File: config.mk
export PLATFORM = sky130hd
export DESIGN_NAME = core_fetch
export DESIGN_NICKNAME = d
export VERILOG_FILES = /design/src/rtl/core_fetch.sv
export SDC_FILE = /design/constraint.sdc
export NUM_CORES = 1
export LEC_CHECK = 0
export CORE_MARGIN = 8
export CORE_UTILIZATION = 40
export DETAILED_ROUTE_END_ITERATION = 8
export PLACE_DENSITY = 0.67
export SLEW_MARGIN = 20
export SYNTH_ARGS = -nofsm -noshare
export SYNTH_HDL_FRONTEND = slang
export SYNTH_SLANG_ARGS = --single-unit
File: constraint.sdc
create_clock -name clk -period 5.45 [get_ports clk]
set_input_delay 0.545 -clock clk [delete_from_list [all_inputs] [get_ports clk]]
set_output_delay 0.545 -clock clk [all_outputs]
set_load 0.005 [all_outputs]
File: src/rtl/core_fetch.sv
// core_fetch: RV32I instruction fetch stage.
// Holds the PC, issues word fetches to instruction memory, buffers in-order
// responses together with their PC, and hands them to core_decode through a
// valid/ready handshake. Redirects flush buffered work and discard in-flight
// responses through a drop counter.
// Optional build macro FETCH_PERF_EN adds perf_fetched / perf_stall counters.
module core_fetch #(
  parameter logic [31:0] RESET_PC = 32'h0000_0000,
  parameter int          DEPTH    = 2
) (
  input  logic        clk,
  input  logic        rst,
  output logic        imem_req_valid,
  input  logic        imem_req_ready,
  output logic [31:0] imem_addr,
  input  logic        imem_rsp_valid,
  input  logic [31:0] imem_rsp_data,
  input  logic        redirect_valid,
  input  logic [31:0] redirect_pc,
  input  logic        dec_ready,
  output logic        inst_valid,
  output logic [31:0] inst,
`ifdef FETCH_PERF_EN
  output logic [31:0] perf_fetched,
  output logic [31:0] perf_stall,
`endif
  output logic [31:0] inst_pc
);

  localparam int CW     = $clog2(DEPTH) + 1;
  localparam int AW     = $clog2(DEPTH);
  // The PC queue also holds entries of responses that will be dropped, so it
  // is twice the FIFO size: up to DEPTH live plus DEPTH stale requests.
  localparam int QW     = AW + 1;
  localparam int QDEPTH = 2 * DEPTH;
  localparam logic [CW:0] CREDITS = (CW + 1)'(DEPTH);

  typedef struct packed {
    logic [31:0] data;
    logic [31:0] pc;
  } entry_t;

  logic [31:0]   pc;
  logic [CW-1:0] count;
  logic [CW-1:0] outstanding;
  logic [CW-1:0] drop;
  logic [AW-1:0] wr_ptr;
  logic [AW-1:0] rd_ptr;
  logic [QW-1:0] pq_wr;
  logic [QW-1:0] pq_rd;
  logic [31:0]   last_inst;
  logic [31:0]   last_pc;
  entry_t        fifo  [DEPTH];
  logic [31:0]   pc_q  [QDEPTH];

  logic [CW:0]   in_use;
  logic [CW:0]   drop_sum;
  logic [31:0]   redirect_aligned;
  logic          req_fire;
  logic          rsp_drop;
  logic          rsp_keep;
  logic          pq_pop;
  logic          push;
  logic          pop;

  // Request credit, handshake decode and redirect target alignment.
  assign in_use           = {1'b0, count} + {1'b0, outstanding};
  assign imem_req_valid   = !rst && !redirect_valid && (in_use < CREDITS);
  assign imem_addr        = pc;
  assign req_fire         = imem_req_valid && imem_req_ready;
  assign redirect_aligned = redirect_pc & ~32'h3;

  // A response retires the oldest PC-queue entry; it is discarded while stale
  // requests are pending and otherwise enters the FIFO unless a redirect hits.
  assign rsp_drop = imem_rsp_valid && (drop != '0);
  assign rsp_keep = imem_rsp_valid && (drop == '0) && (outstanding != '0);
  assign pq_pop   = rsp_drop || rsp_keep;
  assign push     = rsp_keep && !redirect_valid && !rst;
  assign pop      = inst_valid && dec_ready && !redirect_valid;

  // Everything still in flight at a redirect becomes stale; a response that
  // lands in the redirect cycle retires one of them immediately.
  assign drop_sum = {1'b0, drop} + {1'b0, outstanding} - (CW + 1)'(pq_pop);

  assign inst_valid = (count != '0);
  assign inst       = inst_valid ? fifo[rd_ptr].data : last_inst;
  assign inst_pc    = inst_valid ? fifo[rd_ptr].pc   : last_pc;

  // Control state: PC, occupancy counters and queue pointers.
  // NOTE: sequential state uses non-blocking assignments so every register
  // samples pre-edge values regardless of statement order.
  always_ff @(posedge clk) begin
    if (rst) begin
      pc          <= RESET_PC;
      count       <= '0;
      outstanding <= '0;
      drop        <= '0;
      wr_ptr      <= '0;
      rd_ptr      <= '0;
      pq_wr       <= '0;
      pq_rd       <= '0;
      last_inst   <= '0;
      last_pc     <= '0;
    end else if (redirect_valid) begin
      pc          <= redirect_aligned;
      count       <= '0;
      wr_ptr      <= rd_ptr;
      outstanding <= '0;
      drop        <= drop_sum[CW-1:0];
      if (pq_pop) pq_rd <= pq_rd + QW'(1);
    end else begin
      if (req_fire) begin
        pc    <= pc + 32'd4;
        pq_wr <= pq_wr + QW'(1);
      end
      if (pq_pop) pq_rd <= pq_rd + QW'(1);
      if (rsp_drop) drop <= drop - CW'(1);
      outstanding <= outstanding + CW'(req_fire) - CW'(rsp_keep);
      count       <= count + CW'(push) - CW'(pop);
      if (push) wr_ptr <= wr_ptr + AW'(1);
      if (pop) begin
        rd_ptr    <= rd_ptr + AW'(1);
        last_inst <= fifo[rd_ptr].data;
        last_pc   <= fifo[rd_ptr].pc;
      end
    end
  end

  // Storage arrays for the FIFO and the PC queue.
  // NOTE: these memories carry no reset; count and the pointers decide which
  // entries are meaningful, so stale contents are never observed.
  always_ff @(posedge clk) begin
    if (push)     fifo[wr_ptr] <= '{data: imem_rsp_data, pc: pc_q[pq_rd]};
    if (req_fire) pc_q[pq_wr[QW-1:0]] <= pc;
  end

`ifdef FETCH_PERF_EN
  // Performance counters: decode handshakes and empty cycles out of reset.
  always_ff @(posedge clk) begin
    if (rst) begin
      perf_fetched <= '0;
      perf_stall   <= '0;
    end else begin
      if (inst_valid && dec_ready) perf_fetched <= perf_fetched + 32'd1;
      if (!inst_valid)             perf_stall   <= perf_stall + 32'd1;
    end
  end
`else
  // Counters are absent in this build.
`endif

  // A response with nothing pending is a memory protocol violation.
  a_rsp_expected: assert property (@(posedge clk) disable iff (rst)
    !(imem_rsp_valid && (outstanding == '0) && (drop == '0)));

  // The stale-request count must fit its register after a redirect.
  a_drop_fits: assert property (@(posedge clk) disable iff (rst)
    !(redirect_valid && drop_sum[CW]));

endmodule

==> summary by stage, run 1 <==
Power and ir drop
The standby leakage power is between 5 and 6 nW. The highest ir drop seen on vdd is 212 uV. The power density over cell area is 342 nW/um^2.

Worst setup path
At the worst endpoint, the arrival time is 2.88 ns. The largest individual stage delay along the critical path comes from the cell dfxtp_4. The signal on the critical path passes through buf_4, mux2i_1, a21oi_1, clkdlybuf4s50_1.

The worst-path maximum fanout is 42. The worst setup path is captured at an output port. The kind of critical path is reg2out. The setup check on the worst reg-to-reg path leaves a slack of ~2.5 ns. The worst setup path is launched from a flip-flop. The worst flop-to-flop path startpoint is outstanding[0]. For this run, the slowest stage of the critical path takes 0.88 ns.

STA puts the critical path data required time at 4.91 ns. The worst register-to-register path has a depth of 11. The end of the worst register-to-register path is outstanding[1].

Floorplanning
The area of the die is 41300 um^2. For this design the top-level I/O count stands at between 150 and 200. The die extent in x is 203 um. The initial core utilization is 40.6%. The core area is roughly 35000 um^2. From bottom edge to top edge, the die measures between 200 and 250 um. The row count is 68.

Layout
Excluding fillers, the count of instances in the completed layout stands at roughly 1700. The area added between synthesis and finish is 24.1%. The number of antenna diodes in the final layout is 0. After routing the design area is roughly 17000 um^2. The number of nets in the layout is 1257. The share of layout cells above drive strength 1 is 10.5%.

Detailed routing
Summed over all layers, the routed wires come to 33300 um. The routed length per placed instance is 20.1 um. The initial detailed-routing violation count is 560. The count of unresolved DRC violations after routing is 0.

In this run the remaining antenna-violating nets after routing total 0. The detailed-route vias per instance is 5.38. The first detailed-routing pass ran for 5 iterations. The routed layout has 8924 vias.

Yosys
The post-synthesis cell count is 1028. The synthesized design contains 244 enable-type register cells. During synthesis, Yosys emitted a total of 0 warnings. The area share of the leading cell type in the synthesized netlist is between 50% and 60%. After synthesis, the mean cell area works out to roughly 14 um^2.

The fraction of synthesis flops using an asynchronous set or reset pin is 0%. By area the synthesized netlist is led by edfxtp_1 52%, dfxtp_1 15%, mux4_2 4.8%, mux2i_1 4.4%, nor2_1 4.0%. In this run, distinct cell masters in the synthesized netlist total 57. The sequential element share of the synthesized area is 67.5%. The largest area contributor in the synthesized netlist is edfxtp_1. The mapped netlist covers 14000 um^2. The commonest register cell after synthesis is edfxtp_1. The flip-flop and latch count after synthesis is 351.

Hold path
For hold timing, the worst endpoint is pq_wr[0]. The classification of the worst-slack hold path is in2reg. The hold path startpoint is rst.

The worst hold path passes through 2 cells.

CTS
TritonCTS created 38 clock buffers. The count of cells resized by post-cts repair is 0. Counting every sink on the clock net gives 351. The clock tree synthesis step divided the H-tree into 2 levels. The number of setup buffers added after CTS is 0. The number of hold buffers added after cts is 0.

The tree is rooted in a clkbuf_16. The CTS tree is done. Counting along the longest clock path gives a buffer depth of 3. The insertion delay of the later-clocked pin in the worst-skew pair is roughly 0.53 ns. The clock slew seen by the registers of the worst setup and hold paths is roughly 0.060 ns.

STA
For the final database, setup skew stands at ~0.016 ns. Across all hold checks on the routed design, the worst slack comes to 0.431 ns. Setup violations remaining at the end of the flow were counted as 0. The number of pins exceeding their max-slew limit in the final report is 0. The number of hold violations in the final report came to 0. The final critical-path required period is 3.43 ns.

The max-slew headroom at the worst pin is 34.3%. The achievable clock frequency is 292 MHz. The final clock period utilization by the worst path is 62.9%. The slew at the pin with the worst max-slew slack is 0.982 ns. The final setup TNS is 0 ns. Setup repair after global routing left no endpoint under its margin.

Placement
The placed instances occupy a cell area of between 15000 and 20000 um^2. The congestion estimate from routability-driven global placement came to roughly 0.79. After legalization and detailed placement, the total HPWL measured 20900 um. The count of buffers added on input and output ports is approximately 160. In this run, placement finished with an instance count of 1589.

Global route
The first global-routing pass estimated 52100 um of wire. Summed over all layers, the global routing overflow is 0. The via count of the first global-routing pass is 9160. Global routing consumed, over all layers together, 15.8% of the routing resources.

The number of antenna violations at the first check in global routing is 0. Entering global routing, the biggest net connects 99 pins.

Outcome
The run finished with clean final reports.

Run
The tool flagged a number of max-cap violations equal to 0.
## cells in the mapped netlist (2+ instances only)
library cell / count
and2_1: 4
or4_1: 10
mux4_2: 30
clkbuf_2: 2
a311oi_1: 8
or3_1: 6
dfxtp_1: 107
ha_1: 11
nor3_1: 5
o311ai_0: 3
a22oi_1: 2
nand3_1: 18
or2_2: 3
o21ai_0: 9
a2111oi_0: 2
mux2_2: 2
o211ai_1: 4
xor2_1: 11
and3_1: 11
buf_2: 2
edfxtp_1: 244
clkbuf_1: 51
nor4_1: 4
mux2i_1: 62
o31ai_1: 5
and4_1: 7
xnor2_1: 10
nand4_1: 16
buf_1: 11
a21oi_1: 73
buf_4: 4
a31oi_1: 2
nand2_1: 33
inv_1: 13
a211oi_1: 70
nor2_1: 151
nor3b_1: 2
## per-layer routing
layer	global-route usage, %	wire length [um]	vias to the layer above	share of wire [%]
met5	0	0	-	0
met4	5.13	782	0	2.3
met3	2.76	1660	54	5.0
met2	27.1	16400	224	49
met1	20.2	14500	4437	43
li1	-	-	4209	-
## cell families after synthesis
family          share of synthesized area [%]
flops                                    67.5
simple gates                             9.62
compound gates                           8.61
mux                                      9.41
buf+inv                                  2.36
xor+xnor                                 1.31
fa+ha+maj                                1.12
other cells                            0.0267
## placed cells by master (no fill, tap or decap), drive strengths merged, types with 11 or more instances in the layout
master	Yosys	routed
mux4	30	30
clkinv	0	13
edfxtp	244	244
mux2i	62	62
clkbuf	53	49
clkdlybuf4s50	0	160
nand4	17	17
nand2	33	33
dfxtp	107	107
ha	11	11
inv	13	15
a211oi	70	70
nor2	152	152
and3	11	11
a21oi	73	73
xor2	11	11
buf	17	14
nand3	18	18
## through the flow
step / setup slack [ns] / power [mW] / util (%)
after floorplan: 1.52 / 3.22 / -
after global placement: 2.31 / 3.38 / 46.6
after detailed placement: 2.35 / 3.39 / 46.6
after CTS: 1.79 / 6.01 / 50.3
after global routing: 1.87 / 6.15 / 50.4
final: 2.02 / 5.95 / 50.4
## layout make-up
cell class,instances,area [um^2]
clock buffers,49,1030
fillers,2953,17100
inverters,13,48.8
clock inverters,21,255
well taps,455,569
flip-flops and latches,351,9480
multi-input cells,597,4260
repair buffers,174,1760
## worst max-delay path: cells and delay by family (launching register included)
kind / cells / cell delay, ns
mux: 1 / 0.17
compound gates: 1 / 0.22
flops: 1 / 0.88
buf+inv: 2 / 1.06
## flip-flops by register name, summed over array words and instances, names as in the netlist, named ones only
register	flops
outstanding	2
wr_ptr	1
drop	2
last_inst	32
pc_q	120
pq_rd	2
pq_wr	2
count	2
last_pc	30
fifo	124
rd_ptr	1
imem_addr	30
## how the worst max path moves through the flow
stage,start,to,slack [ns],depth (start not counted)
2_1_floorplan,redirect_valid,fifo[0][10],1.52,3
3_3_place_gp,redirect_valid,pc_q[0][11],2.31,4
3_5_place_dp,redirect_valid,fifo[0][33],2.35,5
4_1_cts,count[1],inst[0],1.79,5
5_1_grt,flip-flop,inst[28],1.87,4
6_report,flip-flop,inst[28],2.02,4
## power breakdown
group	internal, mW	switching [mW]
registers	2.91	0.0633
clock network	1.59	1.03
logic	0.192	0.170
Power figures use the tool's default switching activity.
==> inputs of run 2 (changes only) <==
Settings changed: PLACE_DENSITY 0.67 to 0.64.
Clock period 5.45 ns to 3.3 ns, I/O delays scaled along.
==> run 2 against run 1 <==
Cell count grew 1.1%. First-iteration DRC count grew 3.8%. Clock-buffer cell count grew 6. Sequential cell count is the same. Setup slack lost 1.6 ns. Die area is the same. Critical path depth grew 7. Sequential share of layout area shrank 0.40 points. Sequential power grew 65%. Clock power grew 57%.
==> summary by stage, run 2 (same netlist as run 1, synthesis figures left out) <==
Layout
The library cells used most frequently in the layout, excluding fill and tap cells, are 244 x edfxtp_1, 160 x clkdlybuf4s50_1, 150 x nor2_1, 104 x dfxtp_1, 73 x a21oi_1. The share of layout cells above drive strength 1 is 11.0% (+0.57 points). The flip-flop count of the largest register after layout was 124 (unchanged). Ranked by flip-flop count, first place goes to fifo. The non-filler instance count after layout is 1679 (+1.1%). The post-route cell area came to 17500 um^2 (+0.74%). The commonest non-fill, non-tap cell in the layout is edfxtp_1. The antenna diode instance count is 0 (unchanged). Relative to the synthesized area, the layout overhead comes to 25.0%. The number of nets in the layout came to 1277 (+1.6%).

Worst setup path
The end of the worst register-to-register path is outstanding[1]. The worst-path maximum fanout is 6 (-86%). By startpoint and endpoint, the worst setup path is classified as reg2reg. The register-to-register setup slack is 0.46 ns (-2.01 ns). The sort of element at the start of the critical path is a flip-flop. The worst-case reg-to-reg path depth is 11 (unchanged). The type of destination of the critical path is a flip-flop. The data required time of the critical path is 3.71 ns (-1.20 ns). The arrival time of the worst setup path came to 3.25 ns (+0.37 ns).

The critical path ends at outstanding[1]. The most critical setup path has its startpoint at outstanding[0]. The worst flop-to-flop path startpoint is outstanding[0].

CTS
The count of buffers added by post-CTS timing repair for setup was 0 (unchanged). The clock buffer count from CTS is 38 (unchanged). The number of hold buffers added after cts is 0 (unchanged). The count of cells resized by post-cts repair is 0 (unchanged).

The clock tree buffer depth was 3 (unchanged). TritonCTS built the clock tree. The clock slew seen by the registers of the worst setup and hold paths is 0.06 ns (about the same).

The tree is rooted in a clkbuf_16. The depth of the CTS H-tree is 2 (unchanged). The CTS sink count is 351 (unchanged). The insertion delay of the later-clocked pin in the worst-skew pair was 0.52 ns (about the same).

STA
The number of hold violations in the final report is 0 (unchanged). The achievable clock frequency is 352 MHz. The number of pins exceeding their max-slew limit in the final report is 0 (unchanged). The worst path in the final design needs a cycle of ~2.8 ns, including I/O delays and setup.

Setup repair after global routing left no endpoint under its margin. The final setup TNS is 0 ns (unchanged). The final clock skew is 0.0196 ns (+0.00395 ns). The max-slew headroom at the worst pin came to 40.8% (+6.5 points). The final-report setup violation count came to 0 (unchanged). The final clock period utilization by the worst path is a little under nine tenths. The slew at the pin with the worst max-slew slack is 0.888 ns (-0.0949 ns).

Global route
The overflow left after global routing is 0 (unchanged). The wire length of the first global-routing pass is 52100 um (+0.15%). The largest net degree at the start of global routing is 71 (-28%).

The number of antenna violations at the first check in global routing was 0 (unchanged). The total track usage is 15.8% (about the same). The via count of the first global-routing pass is 9052 (-1.2%).

Detailed routing
The count of antenna-violating nets left after detailed routing is 0 (unchanged). The count of unresolved DRC violations after routing is 0 (unchanged). The detailed-route vias per instance is 5.31 (-1.2%). The initial detailed-routing violation count is 581 (+3.8%). The total detailed-routing wirelength came to 33200 um (-0.35%). The via total after detailed routing was 8914 (-0.11%). The number of iterations in the first detailed-routing pass was 5 (unchanged). The routed length per placed instance is 19.8 um (-1.5%).

Floorplanning
The I/O pin count came to 168 (unchanged). The area of the die is 41300 um^2 (unchanged). The initial core utilization is 40.6% (unchanged). The die extent in x was 203 um (unchanged).

The row count is 68 (unchanged). The core area was 34500 um^2 (unchanged). The die height came to 203 um (unchanged).

Placement
The placed instance count is 1610 (+1.3%). The standard cell area after detailed placement is 16300 um^2 (+1.3%). The global placer's final weighted congestion is 0.795 (+1.1%). The placed wire-length estimate is 21600 um (+3.4%). The number of port buffers is 161 (unchanged).

Power and ir drop
The power density over cell area is 549 nW/um^2 (+61%). The standby leakage power is 5.62 nW (+1.5%). The highest ir drop seen on vdd is 402 uV (+89%). The total power draw is 9.62 mW (+62%).

Hold path
The instance count along the most critical hold path is 2 (unchanged). The classification of the worst-slack hold path is in2reg.

Outcome
The run finished with clean final reports.

Run
The number of max-capacitance violations reported came to 0 (unchanged).
## run 2: changes by cell type in the layout (fill, tap and decap cells not counted), sizes merged
cell / before / now
clkbuf: 49 / 55
bufinv: 5 / 1
clkinv: 13 / 10
buf: 14 / 34
## run 2: routing by layer
metal | vias up | track usage, % | routed length, um
met1 | 4352 | 20.6 | 14300
met4 | 0 | 5.26 | 845
met3 | 61 | 3.22 | 2060
met5 | - | 0 | 0
met2 | 250 | 26.2 | 16000
li1 | 4251 | - | -
## run 2: cell type report
| class | count | area (um^2) |
|---|---|---|
| fill | 2987 | 17000 |
| sequential | 351 | 9480 |
| multi-input combinational | 597 | 4250 |
| timing repair buffer | 194 | 1960 |
| clock buffer | 55 | 1120 |
| tap | 455 | 569 |
| clock inverter | 14 | 111 |
| inverter | 13 | 48.8 |
## run 2: critical path, stage by stage, from the launching register on
cell     delay (ns)
dfxtp_1        0.38
and2_1         0.16
fa_1           0.48
or3b_1         0.53
nor2_4         0.18
inv_1          0.14
ha_1           0.30
inv_1          0.04
ha_1           0.17
xor2_1         0.18
xnor2_1        0.14
nor2_1         0.05
## run 2: power by group
part | internal (mW) | switching (mW) | total (mW)
registers | 4.80 | 0.0973 | 4.90
clock network | 2.44 | 1.67 | 4.11
logic | 0.331 | 0.284 | 0.615
total | 7.57 | 2.05 | 9.62
## run 2: worst min path at each step
stage	start	endpoint	slack, ns
finish	rst	drop[0]	0.07
CTS	rst	drop[1]	0.06
global route	rst	drop[1]	0.06
detailed placement	rd_ptr	wr_ptr	0.46
global placement	rd_ptr	wr_ptr	0.46
floorplan	imem_rsp_data[0]	fifo[0][32]	0.43
## run 2: per-stage QoR
| stage | hold slack (ns) | setup slack [ns] | utilization (%) |
|---|---|---|---|
| 2_1_floorplan | 0.429 | 0.440 | - |
| 3_3_place_gp | 0.460 | 0.500 | 47.2 |
| 3_5_place_dp | 0.458 | 0.455 | 47.2 |
| 4_1_cts | 0.0593 | 0.412 | 50.8 |
| 5_1_grt | 0.0649 | 0.277 | 50.8 |
| 6_report | 0.0706 | 0.455 | 50.8 |
==> inputs of run 3 (changes only) <==
Settings changed: MAX_ROUTING_LAYER set to met4.
==> run 3 against run 2 <==
Combinational power is essentially flat. Worst hold slack gained 0.0013 ns. Die area is the same. Utilization is the same. Cell count is the same. Critical path type unchanged. Critical endpoint unchanged. Largest cell class unchanged. Largest power group unchanged.
==> summary by stage, run 3 (same netlist as run 1, synthesis figures left out) <==
Placement
The placed wire-length estimate is 21600 um (unchanged). The global placer's final weighted congestion is 0.806 (+1.4%). The number of port buffers is 161 (unchanged).

STA
The max-slew headroom at the worst pin came to 41.2% (+0.39 points). The slew at the pin with the worst max-slew slack is 0.882 ns (-0.00586 ns). The final clock period utilization by the worst path came to 86.2% (about the same).

The final critical-path required period was 2.85 ns (+0.00120 ns). The worst-case hold slack came to 0.0718 ns (+0.00127 ns). The final setup TNS is 0 ns (unchanged).

The achievable clock frequency is 351 MHz (about the same). The number of hold violations in the final report was 0 (unchanged). The number of pins exceeding their max-slew limit in the final report is 0 (unchanged).

The final-report setup violation count came to 0 (unchanged). Setup repair after global routing left no endpoint under its margin. The final clock skew came to 0.0216 ns (+0.00207 ns).

Power and ir drop
The power density over cell area came to 549 nW/um^2 (about the same). The share of total power consumed by net switching is 21.3% (about the same). The internal power came to 7.57 mW (about the same). The part of the total power dissipated in sequential elements is 51.0% (about the same). The combinational fraction of design power was 6.4% (about the same). The net switching power came to 2.04 mW (-0.12%). The standby leakage power was 5.62 nW (unchanged). The clock group share of total power is 42.6% (about the same). The highest ir drop seen on vdd came to 402 uV (about the same).

Layout
The number of nets in the layout is 1277 (unchanged). The antenna diode instance count came to 0 (unchanged). The share of layout cells above drive strength 1 came to 11.0% (unchanged). The library cells used most frequently in the layout, excluding fill and tap cells, are 244 x edfxtp_1, 160 x clkdlybuf4s50_1, 150 x nor2_1, 104 x dfxtp_1, 73 x a21oi_1. The register name with the most flops is fifo.

The commonest non-fill, non-tap cell in the layout is edfxtp_1. The flip-flop count of the largest register after layout came to 124 (unchanged). The number of filler cells placed in the layout is 2987 (unchanged). The area added between synthesis and finish came to 25.0% (unchanged).

Detailed routing
The count of unresolved DRC violations after routing is 0 (unchanged). The number of iterations in the first detailed-routing pass is 5 (unchanged). The initial detailed-routing violation count came to 572 (-1.5%). The via total after detailed routing was 8940 (+0.29%).

The count of antenna-violating nets left after detailed routing is 0 (unchanged). The routed length per placed instance was 19.7 um (-0.18%). The total detailed-routing wirelength was 33100 um (-0.18%). The detailed-route vias per instance is 5.32 (+0.29%).

CTS
The clock tree buffer depth was 3 (unchanged). The buffer type at the clock tree root is clkbuf_16. The count of buffers added by post-CTS timing repair for setup is 0 (unchanged). The insertion delay of the later-clocked pin in the worst-skew pair came to 0.53 ns (about the same). The number of hold buffers added after cts is 0 (unchanged). The depth of the CTS H-tree is 2 (unchanged).

The CTS sink count came to 351 (unchanged). The clock slew seen by the registers of the worst setup and hold paths is 0.06 ns (about the same). The count of cells resized by post-cts repair is 0 (unchanged).

TritonCTS built the clock tree. The clock buffer count from CTS is 38 (unchanged).

Floorplanning
The core area was 34500 um^2 (unchanged). The area of the die was 41300 um^2 (unchanged). The row count is 68 (unchanged). The I/O pin count is 168 (unchanged). The die height is 203 um (unchanged). The initial core utilization is 40.6% (unchanged). The die extent in x was 203 um (unchanged).

Worst setup path
The data required time of the critical path came to 3.71 ns (about the same). The slowest stage cell on the critical path is or3b_1. The worst setup path is launched from a flip-flop. Traced cell by cell, the critical path runs through and2_1, fa_1, or3b_1, nor2_4, inv_1, ha_1, inv_1, ha_1, xor2_1, xnor2_1, nor2_1. The kind of critical path is reg2reg. The worst-path maximum fanout came to 6 (unchanged). The worst-case reg-to-reg path depth is 11 (unchanged).

The delay of the slowest cell on the worst path came to 0.52 ns (about the same). The worst setup path is captured at a flip-flop. The register-to-register setup slack is 0.45 ns (about the same).

The arrival time of the worst setup path is 3.26 ns (about the same).

Global route
The via count of the first global-routing pass is 9062 (+0.11%). The wire length of the first global-routing pass is 52100 um (about the same). The number of antenna violations at the first check in global routing is 0 (unchanged). The overflow left after global routing is 0 (unchanged). The largest net degree at the start of global routing came to 71 (unchanged). The total track usage is 16.3% (+0.48 points).

Hold path
The min-delay analysis places its worst path in the category in2reg. The instance count along the most critical hold path is 2 (unchanged).

Run
The number of max-capacitance violations reported came to 0 (unchanged).

Outcome
The flow ran to the end, and the final reports show no timing, DRC or antenna violations.
## run 3: metal layers
layer  wire length (um)  GRT usage [%]  vias up
met4                841           5.26        0
met2              15900           26.1      243
li1                   -              -     4249
met3               1770           3.03       61
met1              14600           20.8     4387
met5                  0              -        -
## run 3: cell type report
type                       count  area (um^2)  area share [%]
sequential                   351         9480            54.0
multi-input combinational    597         4250            24.3
timing repair buffer         194         1960            11.2
clock buffer                  55         1120            6.37
tap                          455          569            3.25
clock inverter                14          111           0.635
inverter                      13         48.8           0.278
## run 3: critical path: cells and delay by family, from the launching register on
family | cells | cell delay (ns)
simple gates | 4 | 0.91
xor+xnor | 2 | 0.32
flops | 1 | 0.38
buf+inv | 2 | 0.18
fa+ha+maj | 3 | 0.95
## run 3: path summary, 6_finish.rpt
check / start / end
hold reg to reg: rd_ptr / wr_ptr
setup / recovery: outstanding[0] / outstanding[1]
setup reg to reg: outstanding[0] / outstanding[1]
hold / removal: rst / drop[0]
## run 3: power by group through the flow
stage | Sequential, mW | Combinational, mW | Clock [mW]
6_report | 4.90 | 0.614 | 4.10
5_1_grt | 4.91 | 0.676 | 4.38
3_5_place_dp | 4.99 | 0.625 | 0
2_1_floorplan | 4.95 | 0.358 | 0
4_1_cts | 4.90 | 0.629 | 4.22
3_3_place_gp | 4.99 | 0.615 | 0
## run 3: through the flow
stage                     instance area [um^2]  total power, mW  worst slack, ns  utilization [%]  std cells
after floorplan                          14000             5.31            0.440                -       1031
after global placement                   16300             5.60            0.500             47.2       1610
after detailed placement                 16300             5.62            0.455             47.2       1610
after CTS                                17500             9.75            0.412             50.8       1679
after global routing                     17500             9.97            0.276             50.8       1679
final                                    17500             9.62            0.454             50.8       1679
